`src/rtl/sm4_pkg.sv`:
```
// Shared SM4 constants and primitives: S-box table, bytewise substitution,
// the round linear transform and the engine FSM encoding.
package sm4_pkg;

    localparam int SM4_ROUNDS = 32;

    typedef enum logic [1:0] {
        IDLE = 2'd0,
        BUSY = 2'd1,
        DONE = 2'd2
    } sm4_eng_state_e;

    localparam logic [7:0] SM4_SBOX [256] = '{
        8'hd6, 8'h90, 8'he9, 8'hfe, 8'hcc, 8'he1, 8'h3d, 8'hb7, 8'h16, 8'hb6, 8'h14, 8'hc2, 8'h28, 8'hfb, 8'h2c, 8'h05,
        8'h2b, 8'h67, 8'h9a, 8'h76, 8'h2a, 8'hbe, 8'h04, 8'hc3, 8'haa, 8'h44, 8'h13, 8'h26, 8'h49, 8'h86, 8'h06, 8'h99,
        8'h9c, 8'h42, 8'h50, 8'hf4, 8'h91, 8'hef, 8'h98, 8'h7a, 8'h33, 8'h54, 8'h0b, 8'h43, 8'hed, 8'hcf, 8'hac, 8'h62,
        8'he4, 8'hb3, 8'h1c, 8'ha9, 8'hc9, 8'h08, 8'he8, 8'h95, 8'h80, 8'hdf, 8'h94, 8'hfa, 8'h75, 8'h8f, 8'h3f, 8'ha6,
        8'h47, 8'h07, 8'ha7, 8'hfc, 8'hf3, 8'h73, 8'h17, 8'hba, 8'h83, 8'h59, 8'h3c, 8'h19, 8'he6, 8'h85, 8'h4f, 8'ha8,
        8'h68, 8'h6b, 8'h81, 8'hb2, 8'h71, 8'h64, 8'hda, 8'h8b, 8'hf8, 8'heb, 8'h0f, 8'h4b, 8'h70, 8'h56, 8'h9d, 8'h35,
        8'h1e, 8'h24, 8'h0e, 8'h5e, 8'h63, 8'h58, 8'hd1, 8'ha2, 8'h25, 8'h22, 8'h7c, 8'h3b, 8'h01, 8'h21, 8'h78, 8'h87,
        8'hd4, 8'h00, 8'h46, 8'h57, 8'h9f, 8'hd3, 8'h27, 8'h52, 8'h4c, 8'h36, 8'h02, 8'he7, 8'ha0, 8'hc4, 8'hc8, 8'h9e,
        8'hea, 8'hbf, 8'h8a, 8'hd2, 8'h40, 8'hc7, 8'h38, 8'hb5, 8'ha3, 8'hf7, 8'hf2, 8'hce, 8'hf9, 8'h61, 8'h15, 8'ha1,
        8'he0, 8'hae, 8'h5d, 8'ha4, 8'h9b, 8'h34, 8'h1a, 8'h55, 8'had, 8'h93, 8'h32, 8'h30, 8'hf5, 8'h8c, 8'hb1, 8'he3,
        8'h1d, 8'hf6, 8'he2, 8'h2e, 8'h82, 8'h66, 8'hca, 8'h60, 8'hc0, 8'h29, 8'h23, 8'hab, 8'h0d, 8'h53, 8'h4e, 8'h6f,
        8'hd5, 8'hdb, 8'h37, 8'h45, 8'hde, 8'hfd, 8'h8e, 8'h2f, 8'h03, 8'hff, 8'h6a, 8'h72, 8'h6d, 8'h6c, 8'h5b, 8'h51,
        8'h8d, 8'h1b, 8'haf, 8'h92, 8'hbb, 8'hdd, 8'hbc, 8'h7f, 8'h11, 8'hd9, 8'h5c, 8'h41, 8'h1f, 8'h10, 8'h5a, 8'hd8,
        8'h0a, 8'hc1, 8'h31, 8'h88, 8'ha5, 8'hcd, 8'h7b, 8'hbd, 8'h2d, 8'h74, 8'hd0, 8'h12, 8'hb8, 8'he5, 8'hb4, 8'hb0,
        8'h89, 8'h69, 8'h97, 8'h4a, 8'h0c, 8'h96, 8'h77, 8'h7e, 8'h65, 8'hb9, 8'hf1, 8'h09, 8'hc5, 8'h6e, 8'hc6, 8'h84,
        8'h18, 8'hf0, 8'h7d, 8'hec, 8'h3a, 8'hdc, 8'h4d, 8'h20, 8'h79, 8'hee, 8'h5f, 8'h3e, 8'hd7, 8'hcb, 8'h39, 8'h48
    };

    function automatic logic [31:0] sm4_sbox32(input logic [31:0] a);
        return {SM4_SBOX[a[31:24]], SM4_SBOX[a[23:16]], SM4_SBOX[a[15:8]], SM4_SBOX[a[7:0]]};
    endfunction

    // B ^ (B<<<2) ^ (B<<<10) ^ (B<<<18) ^ (B<<<24)
    function automatic logic [31:0] sm4_l(input logic [31:0] b);
        return b ^ {b[29:0], b[31:30]} ^ {b[21:0], b[31:22]}
                 ^ {b[13:0], b[31:14]} ^ {b[7:0], b[31:8]};
    endfunction

endpackage

```
`src/rtl/sm4_round_unit.sv`:
```
// One combinational SM4 round: shifts the four-word window and appends
// X0 ^ T(X1 ^ X2 ^ X3 ^ rk).
module sm4_round_unit
    import sm4_pkg::*;
(
    input  logic [127:0] x,
    input  logic [31:0]  rk,
    output logic [127:0] y
);

    logic [31:0] x0, x1, x2, x3, t;

    assign {x0, x1, x2, x3} = x;
    assign t = sm4_l(sm4_sbox32(x1 ^ x2 ^ x3 ^ rk));
    assign y = {x1, x2, x3, x0 ^ t};

endmodule

```
`src/rtl/sm4_round_engine.sv`:
```
// Iterative SM4 datapath: ROUNDS_PER_CYCLE chained rounds per clock, shared
// by encrypt and decrypt, with valid/ready handshakes on both sides.
module sm4_round_engine
    import sm4_pkg::*;
#(
    parameter int ROUNDS_PER_CYCLE = 1
) (
    input  logic          clk_i,
    input  logic          rst_i,
    input  logic          clear_i,
    input  logic          in_valid_i,
    output logic          in_ready_o,
    input  logic          mode_i,
    input  logic [127:0]  data_i,
    input  logic [1023:0] rk_i,
    output logic          out_valid_o,
    input  logic          out_ready_i,
    output logic [127:0]  data_o,
    output logic          busy_o
);

    if (!(ROUNDS_PER_CYCLE == 1 || ROUNDS_PER_CYCLE == 2 ||
          ROUNDS_PER_CYCLE == 4 || ROUNDS_PER_CYCLE == 8)) begin : g_bad_param
        $error("sm4_round_engine: ROUNDS_PER_CYCLE must be 1, 2, 4 or 8");
    end

    localparam logic [5:0] STEP = 6'(ROUNDS_PER_CYCLE);
    localparam logic [5:0] LAST = 6'(SM4_ROUNDS);

    sm4_eng_state_e state;
    logic [5:0]     cnt;
    logic           mode;
    logic [127:0]   x;

    logic [31:0]    rk_arr [SM4_ROUNDS];
    logic [127:0]   chain  [ROUNDS_PER_CYCLE+1];

    for (genvar i = 0; i < SM4_ROUNDS; i++) begin : g_rk
        assign rk_arr[i] = rk_i[1023-32*i -: 32];
    end

    assign chain[0] = x;

    // Decrypt walks the same schedule backwards; the index wraps harmlessly
    // once cnt sits at 32 because the chain output is then ignored.
    for (genvar k = 0; k < ROUNDS_PER_CYCLE; k++) begin : g_round
        logic [4:0] ridx;
        logic [4:0] kidx;
        assign ridx = cnt[4:0] + 5'(k);
        assign kidx = mode ? (5'd31 - ridx) : ridx;
        sm4_round_unit u_round (
            .x  (chain[k]),
            .rk (rk_arr[kidx]),
            .y  (chain[k+1])
        );
    end

    always_ff @(posedge clk_i or posedge rst_i) begin
        if (rst_i) begin
            state       <= IDLE;
            cnt         <= '0;
            mode        <= 1'b0;
            x           <= '0;
            data_o      <= '0;
            out_valid_o <= 1'b0;
            in_ready_o  <= 1'b1;
            busy_o      <= 1'b0;
        end else if (clear_i) begin
            state       <= IDLE;
            cnt         <= '0;
            out_valid_o <= 1'b0;
            in_ready_o  <= 1'b1;
            busy_o      <= 1'b0;
        end else begin
            case (state)
                IDLE: begin
                    if (in_valid_i) begin
                        x          <= data_i;
                        mode       <= mode_i;
                        cnt        <= '0;
                        state      <= BUSY;
                        in_ready_o <= 1'b0;
                        busy_o     <= 1'b1;
                    end
                end
                BUSY: begin
                    if (cnt == LAST) begin
                        // Final reverse transform R: word order flipped.
                        data_o      <= {x[31:0], x[63:32], x[95:64], x[127:96]};
                        out_valid_o <= 1'b1;
                        state       <= DONE;
                    end else begin
                        x   <= chain[ROUNDS_PER_CYCLE];
                        cnt <= cnt + STEP;
                    end
                end
                DONE: begin
                    if (out_ready_i) begin
                        out_valid_o <= 1'b0;
                        state       <= IDLE;
                        in_ready_o  <= 1'b1;
                        busy_o      <= 1'b0;
                    end
                end
                default: begin
                    state       <= IDLE;
                    out_valid_o <= 1'b0;
                    in_ready_o  <= 1'b1;
                    busy_o      <= 1'b0;
                end
            endcase
        end
    end

endmodule
```
`config.mk`:
```
export PLATFORM = sky130hd
export DESIGN_NAME = sm4_round_engine
export DESIGN_NICKNAME = d
export VERILOG_FILES = /design/src/rtl/sm4_pkg.sv /design/src/rtl/sm4_round_unit.sv /design/src/rtl/sm4_round_engine.sv
export SDC_FILE = /design/constraint.sdc
export NUM_CORES = 2
export LEC_CHECK = 0
export BUFFER_PORTS_ARGS = -buffer_cell sky130_fd_sc_hd__buf_4
export CAP_MARGIN = 15
export CORE_AREA = 5 5 494 496
export DETAILED_ROUTE_END_ITERATION = 8
export DIE_AREA = 0 0 499 501
export PLACE_DENSITY = 0.46
export SYNTH_ARGS = -nofsm -noshare
export SYNTH_HDL_FRONTEND = slang
export SYNTH_HIERARCHICAL = 1
export SYNTH_SLANG_ARGS = --single-unit
```
`constraint.sdc`:
```
create_clock -name clk_i -period 11.1 [get_ports clk_i]
set_input_delay 2.775 -clock clk_i [delete_from_list [all_inputs] [get_ports clk_i]]
set_output_delay 2.775 -clock clk_i [all_outputs]
set_load 0.03 [all_outputs]
```
==> metrics <==
I/O Pins=1289; most common cell in the netlist=mux4_2; YS warnings=6; Area contributors post-synth=mux4_2 27%, dfrtp_1 15%, nand3_1 5.2%; DP Cell Count=roughly 8.9k; Clock transition at path regs=60 ps; layout cells sized above 1=41.8%; post-layout min period=8920 ps; vias=53.2k; Setup crit start kind=primary input; RD Place Congestion=1.02; height of the die=between 500 and 600 um; outcome=finished, final reports clean; starting density of the core=18.6%; CP delay by family, top=compound AO/OA/AOI/OAI gates; CTS tree=yes; share of the synthesized area in the top cell type=26.9%; total number of H-tree levels=2; Die X=~500 um; Req. time, crit path=11500 ps; die footprint=around 0.25 mm^2; Post-CTS Resized=0; area leader, netlist=mux4_2; clock sinks=268; Post-synth top flop=dfrtp_1; initial antenna violation count=234; drt pass-1 iters=8; fmax=approximately 110 MHz; GRT Util Overall=30.2%; Tightest Pin Transition=1340 ps; initial DRC count=~7k; # setup viols final=0; Vias/cell=5.87; GRT overflow=0; CP Class=in2reg; global-route wire length before repair=511000 um; ranking of synthesized cells by instance count=532 x mux4_2, 460 x nand3_1, 383 x nor2_1; Max-cap violations=0; core area=0.239 mm^2; nets=between 6k and 7k; clk buf depth=3; Crit path arrival time=9330 ps; Avg WL per Cell=about 44 um; Clock Skews=around 56 ps; CP max stage cell=a22oi_1; Slew HR=10.4%; fin cells=9048; Routed Antenna Nets=0; Area growth syn-to-layout=31.9%; CTS Buf Count=34; drt total wl=397000 um; final setup TNS=0 ps; DP HPWL=approximately 330000 um; root buf cell=clkbuf_16; Fin. Hold Viols=0; crit path cell chain=buf_4 > mux4_2 > a32oi_1 > nand4_1 > and4_1 > xor2_1 > xnor2_4 > inv_1 > ha_1 > or2_2 > mux4_2 > o211ai_1 > o311ai_0 > a22oi_1 > xor2_1 > xnor3_1 > xnor2_1 > buf_4 > mux2i_1 > a21oi_1; Yosys reg bits=268; row count=180; cts hold-fix bufs=0; syn_area_per_cell=9.30 um^2; Hold Crit Class=reg2reg; Post-Syn Instances=4797; number of synthesized flops with an enable pin=0; Mapped Nets=roughly 6k; CP max stage delay=700 ps; Post-CTS Setup Inserts=0; Netlist cell types=105; sequential share of the synthesized area=between 10% and 20%; worst skew pair latency=~630 ps; pin count of the biggest net entering global routing=163; Post-synth ARST share=100%; critical path endpoint category=flip-flop; RSZ-0062 raised after global routing=false; DRC viols=0; crit share post-route=80.4%; register-to-register setup slack=~2600 ps; maximum fanout along the worst path=18; vias in the first global route=50.3k; Bufs and invs on worst path=3; Port Buffer Count=around 1.3k; Slew Viols, Final=0; post-synthesis instance area=0.0446 mm^2
-- path summary, 6_finish.rpt --
kind / startpoint / end / cells after the start
hold reg to reg: data_o[4] / data_o[4] / 1
setup / recovery: rk_i[625] / x[20] / 20
setup reg to reg: mode / x[28] / 23
min in group asynchronous: rst_i / data_o[32] / 2
hold / removal: data_o[4] / data_o[4] / 1
max in group asynchronous: rst_i / cnt[0] / 3
-- stage by stage --
stage	hold WS, ps	utilization [%]	setup slack [ps]	cell area [um^2]
global route	513	24.5	1980	58700
floorplan	497	-	945	44600
CTS	509	24.4	2320	58500
global placement	489	24.0	1570	57300
detailed placement	494	24.0	1700	57300
finish	506	24.6	2180	58800
-- flip-flops by register name, summed over array words and instances, names as in the netlist --
name / count
busy_o: 1
mode: 1
out_valid_o: 1
x: 128
state: 2
data_o: 128
in_ready_o: 1
cnt: 6
-- metal layers --
layer / vias up / wire length, um / GRT usage (%) / part of all wire, %
met5: - / 681 / 0 / 0.17
met4: 108 / 22300 / 14.4 / 5.6
met3: 704 / 40700 / 11.0 / 10
met2: 3644 / 180000 / 47.8 / 45
met1: 27600 / 153000 / 36.4 / 39
li1: 21100 / - / - / -
-- final cells by class --
cell class / instances / area, um^2
fillers: 26100 / 180000
multi-input cells: 3820 / 34600
repair buffers: 1551 / 11900
flip-flops and latches: 268 / 6720
well taps: 3185 / 3990
clock buffers: 45 / 943
diodes: 133 / 333
clock inverters: 15 / 183
inverters: 31 / 131
-- placed cells by master (no fill, tap or decap), drive strengths merged, types with 39 or more instances in the layout --
master / n
a211oi: 51
a21oi: 305
a221oi: 39
a311oi: 42
a31oi: 66
a32oi: 139
buf: 1551
clkbuf: 45
dfrtp: 267
diode: 133
ha: 40
mux2: 134
mux2i: 177
mux4: 532
nand2: 261
nand3: 460
nand4: 137
nor2: 384
nor3: 76
o211ai: 55
o21ai: 166
o221ai: 48
o311ai: 40
xnor2: 161
xor2: 97
-- logic make-up after synthesis --
family / Yosys count / synth area share [%]
adders and majority gates: 40 / 1.12
buffers and inverters: 709 / 8.57
muxes: 843 / 34.2
AOI/OAI and AO/OA: 1213 / 19.5
and+or+nand+nor: 1462 / 15.8
DFF: 268 / 15.0
xor gates and xnor gates: 262 / 5.77
-- worst reg2reg max path: cells and delay by family, from the launching register on --
family                   cells  cell delay (ps)
AO/OA/AOI/OAI                4             1150
flip-flops                   1              910
buffers and inverters        5             2090
multiplexers                 3              930
AND/OR/NAND/NOR              5             1080
adder cells (fa/ha/maj)      1              390
XOR/XNOR                     5             1870
Power is not shown: default switching activity piles up to over one toggle a cycle in this logic, so the estimate is an artifact.
